===== src/rtl/alu_retry_sequencer_pkg.sv =====
// Shared encodings for the ALU retry sequencer.
// States, status codes, one-hot ops and the two-rail good code.
package alu_retry_sequencer_pkg;

  typedef enum logic [2:0] {
    ST_IDLE,
    ST_SETTLE,
    ST_CHECK,
    ST_FLUSH,
    ST_RESP
  } state_e;

  localparam logic [1:0] STAT_OK        = 2'b00;
  localparam logic [1:0] STAT_OK_RETRY  = 2'b01;
  localparam logic [1:0] STAT_INPUT_ERR = 2'b10;
  localparam logic [1:0] STAT_FAIL      = 2'b11;

  localparam logic [2:0] OP_NONE   = 3'b000;
  localparam logic [2:0] OP_ADD    = 3'b001;
  localparam logic [2:0] OP_SUB_AB = 3'b010;
  localparam logic [2:0] OP_SUB_BA = 3'b100;

  localparam logic [1:0] ERR_OK = 2'b10;

  function automatic logic [7:0] sat_inc8(
    input logic [7:0] v
  );
    return (v == 8'hff) ? v : v + 8'd1;
  endfunction

endpackage


===== src/rtl/alu_retry_sequencer_req_check.sv =====
// Request pre-check: odd parity over {a,b,par} and one-hot op.
// Purely combinational; req_bad high blocks issue to the datapath.
module alu_req_check
  import alu_retry_sequencer_pkg::*;
#(
  parameter int WIDTH = 3
) (
  input  logic [WIDTH-1:0] a,
  input  logic [WIDTH-1:0] b,
  input  logic             par,
  input  logic [2:0]       op,
  output logic             req_bad
);

  logic par_ok;
  logic op_ok;

  always_comb begin
    par_ok = ^{a, b, par};
    op_ok  = (op == OP_ADD)
          || (op == OP_SUB_AB)
          || (op == OP_SUB_BA);
    req_bad = !par_ok || !op_ok;
  end

endmodule


===== src/rtl/alu_retry_sequencer.sv =====
// Issues checked requests to the duplicated ALU datapath,
// compares both copies and retries transient faults.
module alu_retry_sequencer
  import alu_retry_sequencer_pkg::*;
#(
  parameter int WIDTH         = 3,
  parameter int MAX_RETRY     = 2,
  parameter int SETTLE_CYCLES = 1
) (
  input  logic             clk,
  input  logic             rst,
  input  logic             req_valid,
  output logic             req_ready,
  input  logic [WIDTH-1:0] req_a,
  input  logic [WIDTH-1:0] req_b,
  input  logic             req_par,
  input  logic [2:0]       req_op,
  output logic [WIDTH-1:0] dp_a,
  output logic [WIDTH-1:0] dp_b,
  output logic             dp_par,
  output logic [2:0]       dp_c,
  input  logic [WIDTH-1:0] dp_x,
  input  logic [WIDTH-1:0] dp_y,
  input  logic             dp_xc,
  input  logic             dp_yc,
  input  logic [1:0]       dp_xe,
  input  logic [1:0]       dp_ye,
  output logic             rsp_valid,
  input  logic             rsp_ready,
  output logic [WIDTH-1:0] rsp_result,
  output logic             rsp_carry,
  output logic [1:0]       rsp_status,
  output logic [7:0]       err_count
);

  localparam int RW = (MAX_RETRY < 1) ? 1
                    : $clog2(MAX_RETRY + 1);
  localparam int SW = (SETTLE_CYCLES < 2) ? 1
                    : $clog2(SETTLE_CYCLES);

  state_e           state_q, state_d;
  logic [RW-1:0]    retry_q, retry_d;
  logic [SW-1:0]    settle_q, settle_d;
  logic [2:0]       op_q, op_d;
  logic             req_ready_q, req_ready_d;
  logic [WIDTH-1:0] dp_a_q, dp_a_d;
  logic [WIDTH-1:0] dp_b_q, dp_b_d;
  logic             dp_par_q, dp_par_d;
  logic [2:0]       dp_c_q, dp_c_d;
  logic             rsp_valid_q, rsp_valid_d;
  logic [WIDTH-1:0] rsp_result_q, rsp_result_d;
  logic             rsp_carry_q, rsp_carry_d;
  logic [1:0]       rsp_status_q, rsp_status_d;
  logic [7:0]       err_count_q, err_count_d;

  logic req_bad;
  logic chk_pass;

  alu_req_check #(
    .WIDTH (WIDTH)
  ) u_req_check (
    .a       (req_a),
    .b       (req_b),
    .par     (req_par),
    .op      (req_op),
    .req_bad (req_bad)
  );

  assign chk_pass = (dp_xe == ERR_OK)
                 && (dp_ye == ERR_OK)
                 && (dp_x == dp_y)
                 && (dp_xc == dp_yc);

  always_comb begin
    state_d      = state_q;
    retry_d      = retry_q;
    settle_d     = settle_q;
    op_d         = op_q;
    dp_a_d       = dp_a_q;
    dp_b_d       = dp_b_q;
    dp_par_d     = dp_par_q;
    dp_c_d       = dp_c_q;
    rsp_result_d = rsp_result_q;
    rsp_carry_d  = rsp_carry_q;
    rsp_status_d = rsp_status_q;
    err_count_d  = err_count_q;

    unique case (state_q)
      ST_IDLE: begin
        if (req_valid && req_ready_q) begin
          if (req_bad) begin
            rsp_status_d = STAT_INPUT_ERR;
            rsp_result_d = '0;
            rsp_carry_d  = 1'b0;
            state_d      = ST_RESP;
          end else begin
            dp_a_d   = req_a;
            dp_b_d   = req_b;
            dp_par_d = req_par;
            dp_c_d   = req_op;
            op_d     = req_op;
            retry_d  = '0;
            settle_d = '0;
            state_d  = ST_SETTLE;
          end
        end
      end
      ST_SETTLE: begin
        if (settle_q == SW'(SETTLE_CYCLES - 1)) begin
          state_d = ST_CHECK;
        end else begin
          settle_d = settle_q + SW'(1);
        end
      end
      ST_CHECK: begin
        if (chk_pass) begin
          rsp_result_d = dp_x;
          rsp_carry_d  = dp_xc;
          rsp_status_d = (retry_q == '0) ? STAT_OK
                                         : STAT_OK_RETRY;
          state_d      = ST_RESP;
        end else begin
          err_count_d = sat_inc8(err_count_q);
          if (retry_q < RW'(MAX_RETRY)) begin
            retry_d = retry_q + RW'(1);
            dp_c_d  = OP_NONE;
            state_d = ST_FLUSH;
          end else begin
            rsp_result_d = '0;
            rsp_carry_d  = 1'b0;
            rsp_status_d = STAT_FAIL;
            state_d      = ST_RESP;
          end
        end
      end
      // Dropping C for a cycle re-excites a transient fault
      ST_FLUSH: begin
        dp_c_d   = op_q;
        settle_d = '0;
        state_d  = ST_SETTLE;
      end
      ST_RESP: begin
        if (rsp_ready) begin
          dp_a_d   = '0;
          dp_b_d   = '0;
          dp_par_d = 1'b0;
          dp_c_d   = OP_NONE;
          state_d  = ST_IDLE;
        end
      end
      default: state_d = ST_IDLE;
    endcase

    req_ready_d = (state_d == ST_IDLE);
    rsp_valid_d = (state_d == ST_RESP);
  end

  always_ff @(posedge clk) begin
    if (rst) begin
      state_q      <= ST_IDLE;
      retry_q      <= '0;
      settle_q     <= '0;
      op_q         <= OP_NONE;
      req_ready_q  <= 1'b1;
      dp_a_q       <= '0;
      dp_b_q       <= '0;
      dp_par_q     <= 1'b0;
      dp_c_q       <= OP_NONE;
      rsp_valid_q  <= 1'b0;
      rsp_result_q <= '0;
      rsp_carry_q  <= 1'b0;
      rsp_status_q <= STAT_OK;
      err_count_q  <= '0;
    end else begin
      state_q      <= state_d;
      retry_q      <= retry_d;
      settle_q     <= settle_d;
      op_q         <= op_d;
      req_ready_q  <= req_ready_d;
      dp_a_q       <= dp_a_d;
      dp_b_q       <= dp_b_d;
      dp_par_q     <= dp_par_d;
      dp_c_q       <= dp_c_d;
      rsp_valid_q  <= rsp_valid_d;
      rsp_result_q <= rsp_result_d;
      rsp_carry_q  <= rsp_carry_d;
      rsp_status_q <= rsp_status_d;
      err_count_q  <= err_count_d;
    end
  end

  assign req_ready  = req_ready_q;
  assign dp_a       = dp_a_q;
  assign dp_b       = dp_b_q;
  assign dp_par     = dp_par_q;
  assign dp_c       = dp_c_q;
  assign rsp_valid  = rsp_valid_q;
  assign rsp_result = rsp_result_q;
  assign rsp_carry  = rsp_carry_q;
  assign rsp_status = rsp_status_q;
  assign err_count  = err_count_q;

endmodule


===== config.mk =====
export PLATFORM = sky130hd
export DESIGN_NAME = alu_retry_sequencer
export DESIGN_NICKNAME = d
export VERILOG_FILES = /design/src/rtl/alu_retry_sequencer_pkg.sv /design/src/rtl/alu_retry_sequencer_req_check.sv /design/src/rtl/alu_retry_sequencer.sv
export SDC_FILE = /design/constraint.sdc
export NUM_CORES = 1
export LEC_CHECK = 0
export ABC_CLOCK_PERIOD_IN_PS = 1800
export CAP_MARGIN = 40
export CELL_PAD_IN_SITES_DETAIL_PLACEMENT = 2
export CELL_PAD_IN_SITES_GLOBAL_PLACEMENT = 2
export CORE_MARGIN = 10
export CORE_UTILIZATION = 25
export CTS_BUF_LIST = sky130_fd_sc_hd__clkbuf_4
export DETAILED_ROUTE_END_ITERATION = 10
export GPL_TIMING_DRIVEN = 0
export PLACE_DENSITY = 0.84
export SLEW_MARGIN = 20
export SYNTH_ARGS = -nofsm -noshare
export SYNTH_HDL_FRONTEND = slang
export SYNTH_SLANG_ARGS = --single-unit

===== constraint.sdc =====
create_clock -name clk -period 1.8 [get_ports clk]
set_clock_uncertainty 0.2 [all_clocks]
set_input_delay 0.18 -clock clk [delete_from_list [all_inputs] [get_ports clk]]
set_output_delay 0.18 -clock clk [all_outputs]
set_load 0.01 [all_outputs]

==> reports/results.tsv, run 1 <==
metric	value	unit
worst path required time	1.89	ns
crit-path max FO	5	
initial DRC count	63	
Syn Inst Count	201	
FP Rows	30	
Overall Power	2.17	mW
Initial Utilization	25.8	%
antenna violations before repair	1	
largest net degree at the start of global routing	12	
vias	2036	
status	complete, but fails checks	
Crit path max-delay family	simple AND/OR/NAND/NOR gates	
Synth warnings	0	
vias in the first global route	2086	
Die Ht	104	um
wire length of the first global-routing pass	11700	um
Peak VDD IR	0.356	mV
die area	10800	um2
P&R area growth vs syn	74.3	%
insertion delay to the later sink of the worst-skew pair	0.36	ns
Post-Synthesis Cell Area	1760	um2
vias per cell	5.21	
Total Wirelength	9200	um
DR WL/cell	23.5	um
DRT Pass-1 Iters	4	
ys async rst share	0	%
setup tns final	-4.95	ns
EDFF count, synth	0	
Hold Path Class	primary input to flip-flop	
Antenna Nets Post-Route	0	
I/O Buffers	51	
final routed DRC violation total	0	
gpl congestion	0.787	
critical-path cell list	buf_4 -> nor3b_4 -> o21ai_4 -> buf_6 -> or4_4 -> a21oi_1	
Final Non-Filler Cells	391	
Synth area leader	dfxtp_1	
crit-path max cell delay	0.49	ns
die width	104	um
CTS tree	yes	
hpwl dp	4780	um
total track usage	13.3	%
share of the synthesized area in the top cell type	38.7	%
mean area per synthesized cell	8.76	um2
crit path time final	2.05	ns
Cells after DPL	348	
relative slew slack	61.3	%
layout cell share with drive strength beyond 1	40.1	%
worst setup margin	-0.254	ns
number of synthesized register bits	34	
Final Hold Fails	1	
maximum clock path buffer count	2	
critical path arrival	2.14	ns
top_reg_cell synth	dfxtp_1	
crit path kind	flip-flop to flip-flop	
Nets	321	
Core Box Area	6830	um2
CTS buffer count	5	
Overflow after GRT	0	
crit path capture type	flip-flop	
# IOs	52	
slowest CP cell	or4_4	
failing checks	negative hold slack, negative setup slack	
Max Cap Violations	0	
RSZ-0062 raised after global routing	yes	
Critical Path Source Type	flip-flop	
syn_nets	229	
Final Cycle Share	114	%
post-synthesis sequential area ratio	38.7	%
total leakage power	1.10	nW
Fmax	487	MHz
CP Buf/Inv Count	2	
CTS sink cnt	34	
Final Slew Violations	0	
Root Driver	clkbuf_4	
Least-Margin Pin Slew	0.580	ns
Setup violations, final	32	
Clock H-tree levels	2	
PD cells	708	nW/um2
distinct cell type count after synthesis	50	
Worst-path clk slew	0.12	ns
Area contributors post-synth	dfxtp_1, nand3_1, a21oi_1	
Min Hold Slack	-0.00667	ns
Post-Route Utilization	44.9	%
final timing paths:
path	start	endpoint	slack [ns]	cells past startpoint
worst min-delay path	req_op[1]	op_q[1]	-0.007	3
worst max-delay path	state_q[2]	err_count[4]	-0.25	6
worst min register to register	rsp_result[2]	rsp_result[2]	0.26	2
worst max register to register	state_q[2]	err_count[4]	-0.25	6
power by group:
group / internal [mW] / switching [mW] / leakage, nW
Clock: 0.145 / 0.300 / 0.0286
Combinational: 0.438 / 0.432 / 0.787
Sequential: 0.809 / 0.0487 / 0.283
Total: 1.39 / 0.780 / 1.10
placed cells by master (no fill, tap or decap), types with 5 or more instances in the layout:
| cell | count |
|---|---|
| nand3_1 | 9 |
| nand2_1 | 18 |
| clkbuf_4 | 6 |
| dfxtp_4 | 6 |
| clkdlybuf4s50_1 | 42 |
| dlygate4sd3_1 | 7 |
| a21oi_1 | 6 |
| a21oi_2 | 9 |
| dfxtp_1 | 24 |
| nor2_1 | 9 |
| o21ai_1 | 8 |
| clkbuf_2 | 8 |
| buf_4 | 21 |
| nand3_2 | 6 |
| o21ai_0 | 5 |
| inv_1 | 5 |
| buf_6 | 6 |
cell type report:
| class | instances | area (um2) |
|---|---|---|
| antenna | 1 | 2.50 |
| buffer | 11 | 87.6 |
| clock buffer | 5 | 37.5 |
| clock inverter | 3 | 16.3 |
| fill | 739 | 3760 |
| inverter | 5 | 18.8 |
| multi-input combinational | 151 | 1270 |
| sequential | 34 | 708 |
| tap | 96 | 120 |
| timing repair buffer | 85 | 810 |
metrics by stage:
stage               worst slack (ns)  instance area, um2
CTS                           -0.121                2720
finish                        -0.254                3070
floorplan                    -0.0339                1770
global route                  -0.302                3070
global placement              -0.744                2400
detailed placement            -0.792                2400
worst register-to-register path, cell delays in order (launching register included):
cell	delay (ns)
dfxtp_4	0.38
buf_4	0.15
nor3b_4	0.28
o21ai_4	0.17
buf_6	0.15
or4_4	0.49
a21oi_1	0.16
registers in the layout (all words and copies together) (netlist names):
name	count
err_count	8
dp_a	3
dp_b	3
dp_c	3
op_q	3
rsp_result	3
state_q	3
retry_q	2
rsp_status	2
dp_par	1
req_ready	1
rsp_carry	1
rsp_valid	1
layer usage:
metal / up-vias / GRT usage (%) / wire [um]
li1: 935 / - / -
met1: 1044 / 16.4 / 3890
met4: 0 / 4.77 / 216
met2: 45 / 21.8 / 4830
met3: 12 / 3.16 / 265
met5: - / 0 / 0
timing repair:
item                                   4_1_cts  5_1_grt
buffers inserted                            13       11
hold buffers                                 3        4
setup endpoints to repair                   33       35
gates cloned                                 1        2
gates resized for setup                     64       63
endpoints found under the hold margin        3        4
pin swaps                                   18       20
synth_stat cells, types with 3 or more instances:
cell type  count
dfxtp_1       34
nand2_1       18
nand3_1       16
a21oi_1       15
nor2_1        13
o21ai_0       12
clkbuf_1       7
inv_1          5
xnor2_1        5
o21ai_1        4
or4_1          4
a22oi_1        3
a311oi_1       3
mux2i_1        3
nor3_1         3
o21a_1         3
o31ai_1        3
o41ai_1        3
kinds of logic (layout without fill, tap and decap cells):
logic type | count (synthesis) | count (layout) | share of synthesized area, %
other | 0 | 1 | 0
adders and majority gates | 2 | 2 | 1.42
and+or+nand+nor | 76 | 76 | 23.2
DFF | 34 | 34 | 38.7
buffers and inverters | 16 | 109 | 4.55
AOI/OAI and AO/OA | 61 | 61 | 24.3
muxes | 3 | 3 | 1.71
xor gates and xnor gates | 9 | 9 | 6.11
Power figures use the tool's default switching activity.
==> run 2: changes to the inputs <==
--- a/config.mk
+++ b/config.mk
@@ -14,7 +14,7 @@
 export CTS_BUF_LIST = sky130_fd_sc_hd__clkbuf_4
 export DETAILED_ROUTE_END_ITERATION = 10
 export GPL_TIMING_DRIVEN = 0
-export PLACE_DENSITY = 0.84
+export PLACE_DENSITY = 0.83
 export SLEW_MARGIN = 20
 export SYNTH_ARGS = -nofsm -noshare
 export SYNTH_HDL_FRONTEND = slang
==> reports/results.tsv, run 2 (synthesized netlist as in run 1, its figures left out) <==
metric	value	unit
Crit path max-delay family	simple AND/OR/NAND/NOR gates	
Hold Path Class	primary input to flip-flop	
Min Hold Slack	0.0134	ns
crit-path max FO	6	
Largest register FFs	8	
Clock power frac	20.0	%
register area	699	um2
final routed DRC violation total	0	
critical path arrival	1.96	ns
largest net degree at the start of global routing	11	
gpl congestion	0.780	
P&R area growth vs syn	68.7	%
Total Wirelength	7930	um
wire length of the first global-routing pass	11400	um
CP Buf/Inv Count	1	
Setup violations, final	16	
fillers	756	
Initial Utilization	25.8	%
critical-path cell list	or3_4 -> nor4_4 -> buf_6 -> mux2i_1 -> nor2_1	
relative slew slack	60.2	%
ant diodes	0	
area of the multi-input gates	1220	um2
initial DRC count	78	
crit path kind	flip-flop to flip-flop	
Gate power share	39.2	%
FP Rows	30	
Critical Path Source Type	flip-flop	
Core Box Area	6830	um2
Root Driver	clkbuf_4	
Fmax	515	MHz
die area	10800	um2
slowest CP cell	or3_4	
layout cell share with drive strength beyond 1	34.1	%
Die Ht	104	um
crit path time final	1.94	ns
Antenna Nets Post-Route	0	
total track usage	12.9	%
Nets	316	
commonest non-fill, non-tap cells in the layout	clkdlybuf4s50_1, dfxtp_1, nand2_1	
CTS sink cnt	34	
internal power	1.37	mW
Flop pwr share	40.9	%
Net Switching	0.730	mW
Final Cycle Share	108	%
Max Cap Violations	0	
worst setup margin	-0.140	ns
vias	1974	
total leakage power	1.07	nW
antenna violations before repair	0	
vias per cell	5.15	
crit path capture type	flip-flop	
vias in the first global route	2125	
Overall Power	2.10	mW
maximum clock path buffer count	2	
CTS buffer count	5	
insertion delay to the later sink of the worst-skew pair	0.36	ns
DR WL/cell	20.7	um
Least-Margin Pin Slew	0.597	ns
Worst-path clk slew	0.12	ns
Final Hold Fails	0	
Overflow after GRT	0	
# IOs	52	
PD cells	708	nW/um2
worst path required time	1.82	ns
die width	104	um
status	complete, but fails checks	
Net Sw Frac	34.7	%
most common cell after layout, fill and taps aside	clkdlybuf4s50_1	
DRT Pass-1 Iters	4	
Clock H-tree levels	2	
RSZ-0062 raised after global routing	yes	
crit-path max cell delay	0.40	ns
Peak VDD IR	0.333	mV
Final Slew Violations	0	
hpwl dp	4780	um
CTS tree	yes	
I/O Buffers	51	
failing checks	negative setup slack	
==> run 2: cell count changes in the layout (fill, tap and decap cells not counted), moves of 4 or more <==
cell / delta
dfxtp_4: -4
clkbuf_2: -6
o21ai_2: +5
or4_1: +4
dfxtp_2: +5
or4_4: -4
a21oi_1: +6
buf_6: +5
a21oi_2: -7
buf_4: -7
==> run 2: tightest hold or removal path: stages <==
cell and delay, ns:
dlymetal6s2s_1 0.18, mux2i_1 0.11, nor2_1 0.07
==> run 2: area by class of cell <==
cell class / instances / area share, %
multi-input combinational: 152 / 41.2
inverter: 5 / 0.632
sequential: 34 / 23.6
buffer: 11 / 2.82
clock buffer: 5 / 1.26
tap: 96 / 4.05
clock inverter: 1 / 0.126
timing repair buffer: 79 / 26.4
==> run 2: final timing paths <==
kind	from	to	slack (ns)	cells past startpoint
worst min register to register	dp_par	dp_par	0.27	2
worst max-delay path	state_q[2]	op_q[2]	-0.14	5
worst min-delay path	req_op[1]	op_q[1]	0.01	3
worst max register to register	state_q[2]	op_q[2]	-0.14	5
==> run 2: timing repair <==
item                                   CTS  global route
endpoints found under the hold margin    3             5
gates cloned                             4             0
setup endpoints to repair               33            35
gates resized for setup                 64            55
pin swaps                               17            20
setup buffers                           11             6
hold buffers                             3             5
==> run 2: layer usage <==
metal | wire length, um | GRT usage (%)
met1 | 3370 | 15.1
met2 | 4070 | 22.0
met3 | 391 | 4.03
met5 | 0 | 0
met4 | 92 | 3.58
==> run 2: per-stage QoR <==
| step | instance area, um2 | setup WS [ns] | TNS (ns) | instances | utilization, % |
|---|---|---|---|---|---|
| after CTS | 2740 | -0.165 | -1.59 | 372 | 40.0 |
| after floorplan | 1770 | -0.0339 | -0.128 | 201 | - |
| final | 2970 | -0.140 | -1.24 | 383 | 43.5 |
| after detailed placement | 2400 | -0.841 | -22.42 | 348 | 35.1 |
| after global placement | 2400 | -0.770 | -20.36 | 348 | 35.1 |
| after global routing | 2970 | -0.177 | -2.85 | 383 | 43.5 |
==> run 2: power groups by stage <==
stage | Combinational [mW] | Sequential, mW | Clock (mW)
floorplan | 0.304 | 0.884 | 0
global placement | 0.552 | 0.871 | 0
detailed placement | 0.574 | 0.872 | 0
CTS | 0.732 | 0.859 | 0.418
global route | 0.873 | 0.868 | 0.458
finish | 0.824 | 0.859 | 0.420
==> run 3: changes to the inputs <==
--- a/config.mk
+++ b/config.mk
@@ -6,7 +6,7 @@
 export NUM_CORES = 1
 export LEC_CHECK = 0
 export ABC_CLOCK_PERIOD_IN_PS = 1800
-export CAP_MARGIN = 40
+export CAP_MARGIN = 20
 export CELL_PAD_IN_SITES_DETAIL_PLACEMENT = 2
 export CELL_PAD_IN_SITES_GLOBAL_PLACEMENT = 2
 export CORE_MARGIN = 10
@@ -14,8 +14,8 @@
 export CTS_BUF_LIST = sky130_fd_sc_hd__clkbuf_4
 export DETAILED_ROUTE_END_ITERATION = 10
 export GPL_TIMING_DRIVEN = 0
-export PLACE_DENSITY = 0.83
-export SLEW_MARGIN = 20
+export PLACE_DENSITY = 0.84
 export SYNTH_ARGS = -nofsm -noshare
 export SYNTH_HDL_FRONTEND = slang
+export SYNTH_HIERARCHICAL = 1
 export SYNTH_SLANG_ARGS = --single-unit
==> reports/results.tsv, run 3 <==
metric	value	unit
Initial Utilization	26.1	%
EDFF count, synth	0	
Fmax	438	MHz
top-count cell post-synth	dfxtp_1	
Crit path max-delay family	compound AO/OA/AOI/OAI gates	
Least-Margin Pin Slew	0.706	ns
Root Driver	clkbuf_4	
fillers	686	
failing checks	negative setup slack	
Adder-Cell Fraction of Synth Area	1.48	%
Final Hold Fails	0	
layout cell share with drive strength beyond 1	44.2	%
Area contributors post-synth	dfxtp_1, a21oi_1, nand2_1	
Overflow after GRT	0	
Setup violations, final	30	
Simple-Gate Fraction of Synth Area	26.1	%
maximum clock path buffer count	2	
total leakage power	1.11	nW
Final Cycle Share	127	%
Post-synth top cells	dfxtp_1, nand2_1, a21oi_1, nand3_1, nor2_1	
slowest CP cell	or4_4	
Critical Path Stages	8	
Largest register FFs	8	
initial DRC count	113	
ant diodes	0	
ys async rst share	0	%
Synth warnings	6	
total track usage	16.2	%
CTS sink cnt	34	
Total Wirelength	10000	um
P&R area growth vs syn	84.8	%
placed inst area	2310	um2
Nets	310	
die width	102	um
hpwl dp	4580	um
Core Box Area	6460	um2
area of the multi-input gates	1340	um2
crit-path max cell delay	0.68	ns
antenna violations before repair	0	
commonest non-fill, non-tap cells in the layout	clkdlybuf4s50_1, dfxtp_1, buf_4	
largest family of logic cells by synthesized area	simple AND/OR/NAND/NOR gates	
wire length of the first global-routing pass	12900	um
Worst-path clk slew	0.13	ns
Antenna Nets Post-Route	0	
hold depth	3	
FP Rows	29	
Synth Area in Compound Gates	20.5	%
CP Buf/Inv Count	1	
vias	2034	
Critical Path Source Type	primary input	
die area	10400	um2
Max Cap Violations	0	
Cells after DPL	324	
share of the synthesized area in the top cell type	40.4	%
crit path capture type	flip-flop	
post-synthesis mux area share	0.594	%
Peak VDD IR	0.381	mV
crit path kind	primary input to flip-flop	
Final Non-Filler Cells	360	
number of synthesized register bits	34	
XOR/XNOR Fraction of Synth Area	6.31	%
setup tns final	-8.83	ns
Post-Route Utilization	48.2	%
status	complete, but fails checks	
relative slew slack	52.5	%
vias in the first global route	2210	
crit-path max FO	4	
post-synthesis sequential area ratio	40.4	%
Die Ht	102	um
Synth area leader	dfxtp_1	
crit path time final	2.28	ns
largest net degree at the start of global routing	13	
DRT Pass-1 Iters	4	
critical path arrival	2.36	ns
register area	703	um2
Clock H-tree levels	2	
RSZ-0062 raised after global routing	yes	
mean area per synthesized cell	8.60	um2
worst setup margin	-0.481	ns
R2R cell count	6	
PD cells	797	nW/um2
CTS tree	yes	
critical-path cell list	buf_6 -> xnor3_1 -> xnor3_1 -> o211ai_1 -> or4_4 -> o21ai_2 -> o21ai_2 -> a32o_1	
Hold Path Class	primary input to flip-flop	
insertion delay to the later sink of the worst-skew pair	0.37	ns
top_reg_cell synth	dfxtp_1	
most common cell after layout, fill and taps aside	clkdlybuf4s50_1	
I/O Buffers	51	
CTS buffer count	5	
DR WL/cell	27.9	um
distinct cell type count after synthesis	50	
Final Slew Violations	0	
vias per cell	5.65	
syn_nets	224	
Post-Synthesis Cell Area	1690	um2
worst path required time	1.88	ns
fin area	3110	um2
Syn Inst Count	196	
gpl congestion	0.756	
# IOs	52	
final routed DRC violation total	0	
Overall Power	2.48	mW
-- run 3: cell types whose count changed after synthesis, sizes merged, moves of 3 or more --
cell    delta
o21ai      -9
nor3       +6
buf        +5
nand2      +5
a221oi     +4
a22o       +4
clkbuf     -4
a21oi      +3
a22oi      -3
-- run 3: worst paths after layout --
check,slack (ns),endpoint,from
setup / recovery,-0.48,retry_q[0],req_a[1]
hold / removal,0.11,dp_c[2],req_op[2]
setup reg to reg,-0.30,dp_c[1],state_q[2]
hold reg to reg,0.29,dp_b[0],dp_b[0]
-- run 3: layout make-up --
| type | instances | area share, % |
|---|---|---|
| tap | 77 | 3.09 |
| multi-input combinational | 146 | 43.0 |
| buffer | 9 | 2.21 |
| sequential | 34 | 22.6 |
| inverter | 4 | 0.482 |
| timing repair buffer | 82 | 25.2 |
| clock inverter | 3 | 2.21 |
| clock buffer | 5 | 1.21 |
-- run 3: report_power, final --
group / internal (mW) / switching [mW] / total (mW)
Combinational: 0.415 / 0.434 / 0.849
Clock: 0.434 / 0.324 / 0.758
Sequential: 0.811 / 0.0652 / 0.876
Total: 1.66 / 0.823 / 2.48
-- run 3: cell families after synthesis --
kind of cell | Yosys count
simple gates | 83
compound gates | 51
flops | 34
buf+inv | 16
xor+xnor | 9
fa+ha+maj | 2
mux | 1
-- run 3: layer usage --
layer	track usage (%)	vias up	wire length, um
met5	0	-	0
met4	4.56	0	265
met3	3.91	27	478
met2	29.6	67	5390
met1	18.4	1036	3910
li1	-	904	-
-- run 3: stage by stage --
step	worst slack, ns	hold slack [ns]
after detailed placement	-1.08	0.257
after CTS	-0.274	0.0326
after floorplan	-0.249	0.106
after global placement	-1.04	0.243
after global routing	-0.504	0.168
final	-0.481	0.110
-- run 3: worst min-delay path: stages --
cell and delay [ns]:
dlymetal6s2s_1 0.19, a221oi_2 0.09, nor3_1 0.17
-- run 3: repair_timing --
item | in CTS | in global routing
hold buffers | 4 | 4
resized for setup | 67 | 73
gates cloned | 2 | 0
buffers inserted | 13 | 8
pin swaps | 30 | 29
hold endpoints to repair | 4 | 4
endpoints found under the setup margin | 31 | 38
